### src/rtl/bp_me_wormhole_packet_serialize_lce_req.sv
// ----------------------------------------------------------------------------
// bp_me_wormhole_packet_serialize_lce_req
//
// Purpose:
//   Takes one encoded LCE request wormhole packet {payload, cid, len, cord}
//   and sends it onto a coherence NoC link as len+1 flits, flit 0 first.
//   The block holds exactly one packet. It sits between the LCE request
//   packet encoder and a wormhole router/concentrator input port.
//
// Ports:
//   clk_i               clock, rising edge
//   reset_i             asynchronous active-high reset
//   packet_i            {payload, cid, len, cord}, cord in the LSBs
//   packet_v_i          packet_i valid
//   packet_ready_and_o  packet accepted on packet_v_i & packet_ready_and_o
//   link_data_o         current flit
//   link_v_o            link_data_o valid
//   link_ready_and_i    flit consumed on link_v_o & link_ready_and_i
//   protocol_error_o    sticky flag: a packet with len >= max flits was accepted
// ----------------------------------------------------------------------------
module bp_me_wormhole_packet_serialize_lce_req #(
  parameter int flit_width_p    = 64,
  parameter int cord_width_p    = 4,
  parameter int len_width_p     = 3,
  parameter int cid_width_p     = 2,
  parameter int payload_width_p = 246,
  localparam int packet_width_lp = payload_width_p + cid_width_p + len_width_p + cord_width_p
) (
  input  logic                       clk_i,
  input  logic                       reset_i,
  input  logic [packet_width_lp-1:0] packet_i,
  input  logic                       packet_v_i,
  output logic                       packet_ready_and_o,
  output logic [flit_width_p-1:0]    link_data_o,
  output logic                       link_v_o,
  input  logic                       link_ready_and_i,
  output logic                       protocol_error_o
);

  localparam int max_flits_lp   = (packet_width_lp + flit_width_p - 1) / flit_width_p;
  localparam int shift_width_lp = max_flits_lp * flit_width_p;
  localparam logic [len_width_p-1:0] c_lastIdx = len_width_p'(max_flits_lp - 1);

  // The counter must be able to hold the index of the last physical flit.
  generate
    if (len_width_p < $clog2(max_flits_lp)) begin : g_lenWidthCheck
      $error("len_width_p too narrow to index every flit of the packet");
    end
  endgenerate

  typedef enum logic {
    IDLE = 1'b0,
    SEND = 1'b1
  } state_e;

  state_e                    r_state;
  logic [shift_width_lp-1:0] r_shift;
  logic [len_width_p-1:0]    r_cnt;
  logic                      r_err;

  logic [len_width_p-1:0] w_len;
  logic                   w_tooLong;
  logic                   w_accept;
  logic                   w_linkHs;

  assign w_len     = packet_i[cord_width_p +: len_width_p];
  assign w_tooLong = (w_len > c_lastIdx);
  assign w_accept  = packet_v_i & packet_ready_and_o;
  assign w_linkHs  = link_v_o & link_ready_and_i;

  // Ready is gated by reset directly so nothing is accepted while reset is held.
  assign packet_ready_and_o = (r_state == IDLE) & ~reset_i;
  assign link_v_o           = (r_state == SEND);
  // In IDLE the low slice still holds the last flit sent, since the final
  // handshake does not shift; after reset it reads zero.
  assign link_data_o        = r_shift[flit_width_p-1:0];
  assign protocol_error_o   = r_err;

  // Packet load, flit shifting and length counting. An oversized len is
  // clamped to the last physical flit and flagged; flits beyond len are
  // never shifted out, so a short packet drops its trailing bits.
  always_ff @(posedge clk_i or posedge reset_i) begin
    if (reset_i) begin
      r_state <= IDLE;
      r_shift <= '0;
      r_cnt   <= '0;
      r_err   <= 1'b0;
    end else begin
      case (r_state)
        IDLE: begin
          if (w_accept) begin
            r_shift <= shift_width_lp'(packet_i);
            r_cnt   <= w_tooLong ? c_lastIdx : w_len;
            r_err   <= r_err | w_tooLong;
            r_state <= SEND;
          end
        end
        SEND: begin
          if (w_linkHs) begin
            if (r_cnt != '0) begin
              r_shift <= r_shift >> flit_width_p;
              r_cnt   <= r_cnt - 1'b1;
            end else begin
              r_state <= IDLE;
            end
          end
        end
        default: r_state <= IDLE;
      endcase
    end
  end

endmodule

### config.mk
export PLATFORM = sky130hd
export DESIGN_NAME = bp_me_wormhole_packet_serialize_lce_req
export DESIGN_NICKNAME = d
export VERILOG_FILES = /design/src/rtl/bp_me_wormhole_packet_serialize_lce_req.sv
export SDC_FILE = /design/constraint.sdc
export NUM_CORES = 1
export LEC_CHECK = 0
export BUFFER_PORTS_ARGS = -buffer_cell sky130_fd_sc_hd__buf_2
export CORE_MARGIN = 5
export CORE_UTILIZATION = 40
export CTS_CLUSTER_DIAMETER = 40
export DETAILED_ROUTE_END_ITERATION = 7
export MAX_ROUTING_LAYER = met4
export PLACE_DENSITY = 0.65
export SETUP_SLACK_MARGIN = 0.02
export SLEW_MARGIN = 25
export SYNTH_ARGS = -nofsm -noshare
export SYNTH_HDL_FRONTEND = slang
export SYNTH_SLANG_ARGS = --single-unit
### constraint.sdc
create_clock -name clk_i -period 13.7 [get_ports clk_i]
set_input_delay 2.74 -clock clk_i [delete_from_list [all_inputs] [get_ports clk_i]]
set_output_delay 2.74 -clock clk_i [all_outputs]
set_load 0.005 [all_outputs]
==> summary.txt, run 1 <==
Die
  – Rows: 64
  – Die W: approximately 190 µm
  – Height of the die: between 150 and 200 µm
  – Core area: just over 30,000 µm²
  – Initial Util: 0.4043
  – Die ar.: 34,540 µm²
  – I/O pins: 326

CTS
  – H-tree levels: 2
  – Clock root cell: clkbuf_16
  – Setup bufs post-CTS: 0
  – Clock Sink Count: 260
  – # hold bufs at CTS: 0
  – Clock buffer depth: 3
  – CTS Buf Count: between 40 and 50
  – CTS tree: yes
  – Clock Latency Late Sink: 0.52 ns
  – CTS clk-pin slew, worst paths: 0.05 ns
  – Cts repair resizes: 0

Worst setup path
  – Worst setup path start: reset_i
  – Reg-to-Reg Start: link_v_o$_DFF_PP0_
  – Critical path class: input port to output pin
  – Critical path arrival: 3.29 ns
  – Delay of the slowest cell on the worst path: around 0.22 ns
  – WP data required: 10.96 ns
  – Critical Path End Type: output pin
  – Slowest CP cell: nor2_1
  – Worst-path maximum fanout: 3
  – Most frequent cell on the critical path: buf_2
  – Critical-path cell list: buf_2 -> nor2_1 -> buf_2
  – CP Launch Type: input port

Global routing
  – GR Overflow Total: 0
  – Largest net degree at the start of global routing: approximately 170
  – Vias in the first global route: 8,451
  – First-pass GRT wire length: 45,190 µm
  – Initial antenna violation count: 12
  – Total track usage: 0.1674

Layout
  – Most common cell after layout, fill and taps aside: mux2_2
  – Share of layout cells above drive strength 1: 0.6611
  – Commonest cells after routing, fill and taps aside: mux2_2, buf_2, dfrtp_1
  – Area growth from synthesis to layout: 23.99%
  – Post-layout net count: 1,370
  – Finished Cell Area: 15,330 µm²

Power
  – PD cells: 241.8 nW/µm²
  – Leakage Power: 0.007353 µW
  – Power, Total: 3708 µW
  – VDD IR-drop max: about 0.28 mV

Status
  – Outcome: finished clean

Worst hold path
  – Worst min-delay path class: flop to flop
  – Worst min-delay path startpoint: r_shift[63]$_DFFE_PP0P_

Synth
  – Share of the synthesized area in the top cell type: 0.5260
  – Mapped cell area: ~12,000 µm²
  – Avg Inst Size Synth: ~15 µm²
  – Distinct cells, synth: 22
  – Post-Synthesis Cells: 850
  – Largest area contributor in the netlist: dfrtp_1
  – Ys flop type: dfrtp_1
  – EDFF count, synth: 0
  – Top post-synthesis cells by area: dfrtp_1, mux2_2, a22o_1
  – Synth warnings: 0
  – Yosys reg bits: 260
  – Sequential area share after synthesis: 0.5260
  – Synth async-reset ratio: 1.000
  – Syn_nets: 1,111

Timing
  – Worst slew pin tran: 0.9840 ns
  – Highest Clock Rate: 165.9 MHz
  – Setup TNS: 0 ns
  – Final WS setup: 7.671 ns
  – Slew headroom: 0.3440
  – Worst Skew: 0.01179 ns
  – Final max-slew violation count: 0
  – Final period utilization: 0.4401
  – Endpoints failing setup: 0
  – RSZ-0062 raised after global routing: false
  – Final Hold Vio Count: 0
  – Min Tclk post-route: 6.029 ns

Detailed routing
  – Post-Route WL: 28,790 µm
  – Vias: 7,665
  – # DRC: 0
  – DR iter-0 viols: 259
  – Antenna Violating Nets Remaining: 0
  – WL per Instance: 18.56 µm
  – Via density: 4.942
  – TritonRoute pass-1 iters: 4

Job
  – Max Cap Viol: 0

Place
  – Placed Area: between 10,000 and 15,000 µm²
  – Detailed Place HPWL: 18,740 µm
  – Routability Congestion: 0.7568
  – Port Buf Inserts: 325
  – Setup WS pre-CTS: 7.674 ns
==> registers in the layout, indices dropped and copies added, names as in the netlist <==
signal,flops
r_shift,255
r_cnt,3
link_v_o,1
protocol_error_o,1
==> cells in the mapped netlist (3+ instances only) <==
| cell type | instances |
|---|---|
| mux2_2 | 343 |
| dfrtp_1 | 260 |
| buf_4 | 74 |
| a22o_1 | 64 |
| mux2_1 | 41 |
| buf_2 | 25 |
| buf_6 | 9 |
| clkbuf_1 | 7 |
| buf_1 | 5 |
| inv_1 | 3 |
| nor2_1 | 3 |
==> cell families (layout without fill, tap and decap cells) <==
kind of cell	Yosys count	in the layout	synth area share
and+or+nand+nor	10	10	0.004249
muxes	385	385	0.3504
DFF	260	260	0.5260
buffers and inverters	123	415	0.06778
other	0	13	0
adders and majority gates	2	2	0.002023
AOI/OAI and AO/OA	70	70	0.04947
==> layer usage <==
metal	part of all wire	global-route usage	vias up	routed length, µm
li1	-	-	3584	-
met5	0	-	-	0
met1	0.43	0.2141	3784	12510
met2	0.46	0.2573	243	13330
met3	0.081	0.05316	54	2343
met4	0.021	0.04897	0	606
==> per-stage QoR <==
step | instances | utilization | hold WS, ns
after floorplan | 850 | - | 0.4510
after global placement | 1458 | 0.4500 | 0.4621
after detailed placement | 1458 | 0.4500 | 0.4685
after CTS | 1538 | 0.5001 | 0.4822
after global routing | 1550 | 0.5012 | 0.4977
final | 1551 | 0.5013 | 0.4760
==> path summary, 6_finish.rpt <==
path / to / slack (ns) / cells after the start
max: packet_ready_and_o / 7.67 / 3
min: r_shift[63]$_DFFE_PP0P_ / 0.48 / 1
max reg2reg: r_shift[136]$_DFFE_PP0P_ / 9.96 / 5
min reg2reg: r_shift[63]$_DFFE_PP0P_ / 0.48 / 1
max in group asynchronous: r_shift[64]$_DFFE_PP0P_ / 9.22 / 4
min in group asynchronous: r_shift[39]$_DFFE_PP0P_ / 2.31 / 2
==> worst max-delay path, delay by kind of cell <==
kind / cells / cell delay [ns]
simple gates: 1 / 0.22
buf+inv: 2 / 0.32
==> final cells by class <==
cell class              count  area [µm²]
repair buffers            332        1692
diodes                     13       32.53
clock buffers              58        1255
clock inverters            22       277.8
multi-input cells         467        5049
inverters                   3       23.77
well taps                 396       495.5
fillers                  2702       15250
flip-flops and latches    260        6510
==> power by group <==
part | internal (µW) | total (µW) | switching (µW)
clock | 742 | 1130 | 385
sequential | 1120 | 1320 | 198
combinational | 780 | 1260 | 481
total | 2640 | 3710 | 1060
Note: power is estimated with default switching activity, not from simulation.
==> run 2: changes to the inputs <==
==> constraint.sdc (replaced) <==
create_clock -name clk_i -period 5.58 [get_ports clk_i]
set_input_delay 1.116 -clock clk_i [delete_from_list [all_inputs] [get_ports clk_i]]
set_output_delay 1.116 -clock clk_i [all_outputs]
set_load 0.005 [all_outputs]
==> summary.txt, run 2 (synthesis gave the netlist of run 1 again) <==
Status
  – Outcome: finished clean

Layout
  – Commonest cells after routing, fill and taps aside: mux2_2, buf_2, dfrtp_1
  – Most common cell after layout, fill and taps aside: mux2_2
  – Area growth from synthesis to layout: 24.51%
  – Finished Cell Area: 15,400 µm²
  – Largest register by flop count: r_shift
  – Regs by FF count: r_shift x255, r_cnt x3
  – Share of layout cells above drive strength 1: 0.6617
  – Post-layout net count: 1,373
  – Max reg flops: 255

Power
  – Comb power frac: 0.343
  – VDD IR-drop max: ~0.34 mV
  – Leakage Power: 0.007393 µW
  – Pint: ~6600 µW
  – PD cells: 595.6 nW/µm²
  – Net switching power: 2605 µW
  – Sw Ratio: 0.2841
  – Power, Total: 9171 µW
  – Share of power burned in registers: 0.353
  – Clk pwr share: 0.303

CTS
  – # hold bufs at CTS: 0
  – Clock root cell: clkbuf_16
  – Clock Sink Count: 260
  – CTS Buf Count: 44
  – Clock buffer depth: 3
  – Cts repair resizes: 0
  – CTS clk-pin slew, worst paths: 0.05 ns
  – Clock Latency Late Sink: between 0.5 and 0.6 ns
  – Setup bufs post-CTS: 0
  – H-tree levels: 2
  – CTS tree: yes

Global routing
  – GR Overflow Total: 0
  – Initial antenna violation count: 5
  – Met2 Use GR: 0.2702
  – Met3 Use GR: 0.04944
  – Largest net degree at the start of global routing: about 160
  – M1 GR Usage: 0.2142
  – Total track usage: 0.1692
  – GRT busiest layer: met2
  – First-pass GRT wire length: ~45,000 µm
  – Vias in the first global route: 8,279

Timing
  – Endpoints failing setup: 0
  – Final Hold Vio Count: 0
  – Final max-slew violation count: 0
  – Final period utilization: 0.6103
  – Final WS setup: about 2.2 ns
  – Worst slew pin tran: 0.9098 ns
  – RSZ-0062 raised after global routing: false
  – Highest Clock Rate: 293.6 MHz
  – Slew headroom: 0.3935
  – Min Hold Slack: 0.4524 ns
  – Min Tclk post-route: around 3.4 ns
  – Worst Skew: 0.01414 ns
  – Setup TNS: 0 ns

Die
  – I/O pins: 326
  – Height of the die: 185.8 µm
  – Die W: 185.8 µm
  – Initial Util: 0.4043
  – Rows: 64
  – Core area: just over 30,000 µm²
  – Die ar.: 34,540 µm²

Worst hold path
  – Worst Hold Path Cells: 1
  – Worst min-delay path class: flop to flop

Place
  – Routability Congestion: 0.7425
  – Detailed Place HPWL: just under 20,000 µm
  – Placed Area: 13,850 µm²
  – Setup WS pre-CTS: 2.567 ns
  – Port Buf Inserts: between 300 and 400

Detailed routing
  – Via density: between 4 and 5
  – Vias: 7,634
  – TritonRoute pass-1 iters: 4
  – Antenna Violating Nets Remaining: 0
  – # DRC: 0
  – DR iter-0 viols: 299
  – WL per Instance: approximately 19 µm
  – Post-Route WL: just under 30,000 µm

Worst setup path
  – Critical-path cell list: buf_4 -> buf_2
  – WP data required: 4.46 ns
  – Critical path arrival: 2.29 ns
  – Worst-path maximum fanout: 52
  – Critical Path End Type: output pin
  – Worst path bufs/invs: 2
  – CP delay by family, top: flip-flops
  – Cell count along the critical path: 2
  – Critical path class: flop to output pin
  – Slowest CP cell: dfrtp_4
  – CP Launch Type: flop
  – Delay of the slowest cell on the worst path: 0.87 ns
  – R2R depth: 4

Job
  – Max Cap Viol: 0
-- run 2: through the flow --
stage,std cells,util
after floorplan,850,-
after global placement,1461,0.4518
after detailed placement,1462,0.4527
after CTS,1540,0.5029
after global routing,1545,0.5034
final,1546,0.5034
-- run 2: layout make-up --
| type | instances | area, µm² |
|---|---|---|
| repair buffers | 336 | 1779 |
| well taps | 396 | 495.5 |
| clock buffers | 55 | 1214 |
| diodes | 6 | 15.01 |
| inverters | 3 | 15.01 |
| clock inverters | 23 | 322.8 |
| fillers | 2730 | 15190 |
| multi-input cells | 467 | 5049 |
| flip-flops and latches | 260 | 6510 |
-- run 2: worst paths after layout --
path	from	end	slack, ns
max	link_v_o$_DFF_PP0_	link_v_o	2.17
max reg2reg	link_v_o$_DFF_PP0_	r_shift[37]$_DFFE_PP0P_	2.62
min in group asynchronous	reset_i	r_shift[212]$_DFFE_PP0P_	0.85
min	protocol_error_o$_DFFE_PP0P_	protocol_error_o$_DFFE_PP0P_	0.45
max in group asynchronous	reset_i	link_v_o$_DFF_PP0_	3.94
min reg2reg	protocol_error_o$_DFFE_PP0P_	protocol_error_o$_DFFE_PP0P_	0.45
-- run 2: power by group through the flow --
| stage | sequential [µW] | clock, µW | combinational, µW |
|---|---|---|---|
| final | 3240 | 2780 | 3150 |
| after global routing | 3350 | 2960 | 3460 |
| after CTS | 3250 | 2860 | 3220 |
| after detailed placement | 3270 | 0 | 3210 |
| after global placement | 3240 | 0 | 3110 |
| after floorplan | 3050 | 0 | 2890 |
-- run 2: per-layer routing --
metal / up-vias / share of wire / wire, µm
li1: 3577 / - / -
met2: 251 / 0.48 / 13880
met5: - / 0 / 0
met1: 3770 / 0.43 / 12400
met3: 36 / 0.083 / 2417
met4: 0 / 0.014 / 399
==> run 3: changes to the inputs <==
--- a/config.mk
+++ b/config.mk
@@ -11,7 +11,7 @@
 export CTS_CLUSTER_DIAMETER = 40
 export DETAILED_ROUTE_END_ITERATION = 7
 export MAX_ROUTING_LAYER = met4
-export PLACE_DENSITY = 0.65
+export PLACE_DENSITY = 0.68
 export SETUP_SLACK_MARGIN = 0.02
 export SLEW_MARGIN = 25
 export SYNTH_ARGS = -nofsm -noshare
==> constraint.sdc (replaced) <==
create_clock -name clk_i -period 3.1 [get_ports clk_i]
set_input_delay 0.62 -clock clk_i [delete_from_list [all_inputs] [get_ports clk_i]]
set_output_delay 0.62 -clock clk_i [all_outputs]
set_load 0.005 [all_outputs]
==> summary.txt, run 3 (synthesis gave the netlist of run 1 again) <==
Status
  – Outcome: finished clean

Global routing
  – GR Overflow Total: 0
  – Initial antenna violation count: 6
  – Largest net degree at the start of global routing: 96
  – First-pass GRT wire length: 45,090 µm
  – Vias in the first global route: roughly 8.5k
  – Total track usage: 0.1680

CTS
  – H-tree levels: 2
  – Cts repair resizes: 0
  – CTS tree: yes
  – CTS clk-pin slew, worst paths: 0.05 ns
  – Clock root cell: clkbuf_16
  – Clock Latency Late Sink: 0.52 ns
  – Clock buffer depth: 3
  – # hold bufs at CTS: 0
  – Clock Sink Count: 260
  – Setup bufs post-CTS: 0
  – CTS Buf Count: 47

Worst setup path
  – Critical path arrival: roughly 2.2 ns
  – Slowest CP cell: dfrtp_4
  – Delay of the slowest cell on the worst path: 0.80 ns
  – Critical-path cell list: buf_12 -> buf_2
  – Worst setup path start: link_v_o$_DFF_PP0_
  – WP data required: 2.48 ns
  – Worst-path maximum fanout: 95
  – CP Launch Type: flop
  – Critical Path End Type: output pin
  – Worst path bufs/invs: 2
  – Critical path class: flop to output pin
  – CP delay by family, top: flip-flops
  – Reg-to-Reg Start: link_v_o$_DFF_PP0_

Layout
  – FILL cells: ~2.6k
  – Post-layout net count: 1,380
  – Commonest cells after routing, fill and taps aside: mux2_2, buf_2, dfrtp_1
  – Footprint of the multi-input gates: 5049 µm²
  – Area growth from synthesis to layout: 25.35%
  – Regs by FF count: r_shift x255, r_cnt x3
  – Max reg flops: 255
  – Final core utilization: 0.5068
  – Most common cell after layout, fill and taps aside: mux2_2
  – Sequential cell area: roughly 6500 µm²
  – Largest register by flop count: r_shift
  – Finished Cell Area: 15,500 µm²
  – Non-Filler Instances: 1,557
  – Share of layout cells above drive strength 1: 0.6667

Die
  – Die W: roughly 190 µm
  – Core area: slightly above 30,000 µm²
  – I/O pins: 326
  – Height of the die: around 190 µm
  – Initial Util: 0.4043
  – Die ar.: 34,540 µm²
  – Rows: between 60 and 70

Timing
  – Min Tclk post-route: 2.772 ns
  – Endpoints failing setup: 0
  – RSZ-0062 raised after global routing: false
  – Min Hold Slack: 0.1303 ns
  – Worst Skew: 0.01313 ns
  – Final Hold Vio Count: 0
  – Final WS setup: 0.3281 ns
  – Highest Clock Rate: 360.8 MHz
  – Final max-slew violation count: 0
  – Worst slew pin tran: 0.8832 ns
  – Slew headroom: 0.4112
  – Final period utilization: 0.8942

Detailed routing
  – Post-Route WL: 29,130 µm
  – # DRC: 0
  – WL per Instance: 18.71 µm
  – TritonRoute pass-1 iters: 4
  – Antenna Violating Nets Remaining: 0
  – DR iter-0 viols: 230
  – Via density: about 5
  – Vias: about 7.7k

Power
  – Net switching power: 4810 µW
  – VDD IR-drop max: 0.5925 mV
  – Clk pwr share: 0.308
  – Share of power burned in registers: 0.350
  – Pint: roughly 12,000 µW
  – Sw Ratio: 0.2890
  – PD cells: 1074 nW/µm²
  – Leakage Power: 0.007465 µW
  – Comb power frac: 0.342

Worst hold path
  – Worst min-delay path class: input port to async pin

Job
  – Max Cap Viol: 0

Place
  – Detailed Place HPWL: 19,760 µm
  – Placed Area: about 14,000 µm²
  – Port Buf Inserts: ~330
  – Cell count after placement: 1,466
  – Setup WS pre-CTS: around 0.76 ns
  – Routability Congestion: 0.7673
run 3: cell types whose count changed in the layout (fill, tap and decap cells not counted), sizes merged:
cell | previous run | this run
clkinvlp | 5 | 2
buf | 336 | 340
clkinv | 8 | 16
inv | 6 | 10
bufinv | 7 | 5
run 3: worst reg2reg max path, stage by stage (launching register included):
cell and delay [ns]:
dfrtp_4 0.80, nand2_1 0.26, o21bai_4 0.29, buf_12 0.34, mux2_2 0.51
run 3: path summary, 6_finish.rpt:
check | end | slack [ns] | depth (start not counted)
worst min-delay path | r_shift[101]$_DFFE_PP0P_ | 0.13 | 2
min in group clk_i | r_shift[227]$_DFFE_PP0P_ | 0.31 | 2
worst min register to register | protocol_error_o$_DFFE_PP0P_ | 0.45 | 1
max in group asynchronous | r_shift[109]$_DFFE_PP0P_ | 2.15 | 3
worst max register to register | r_shift[189]$_DFFE_PP0P_ | 0.79 | 4
worst max-delay path | link_v_o | 0.33 | 2
run 3: power groups by stage:
stage	Combinational (µW)	Sequential, µW	Clock [µW]
6_report	5700	5820	5120
3_5_place_dp	5800	5870	0
4_1_cts	5820	5840	5250
5_1_grt	6240	6020	5430
3_3_place_gp	5630	5820	0
2_1_floorplan	5210	5500	0
run 3: area by class of cell:
cell class	instances	area share
Sequential cell	260	0.4199
Multi-Input combinational cell	467	0.3256
Timing Repair Buffer	340	0.1170
Clock buffer	55	0.08175
Tap cell	396	0.03196
Clock inverter	30	0.02179
Inverter	3	0.0009684
Antenna cell	6	0.0009684
run 3: metrics by stage:
stage                     total power, µW  TNS, ns
after CTS                           16910        0
final                               16650        0
after global routing                17690        0
after global placement              11460        0
after detailed placement            11670        0
after floorplan                     10710  -246.37
run 3: routing by layer:
layer	vias to the layer above	routed length, µm	track usage
li1	3583	-	-
met1	3867	12380	0.2089
met2	246	13870	0.2669
met3	53	2311	0.05159
met4	0	561	0.04838
met5	-	0	-
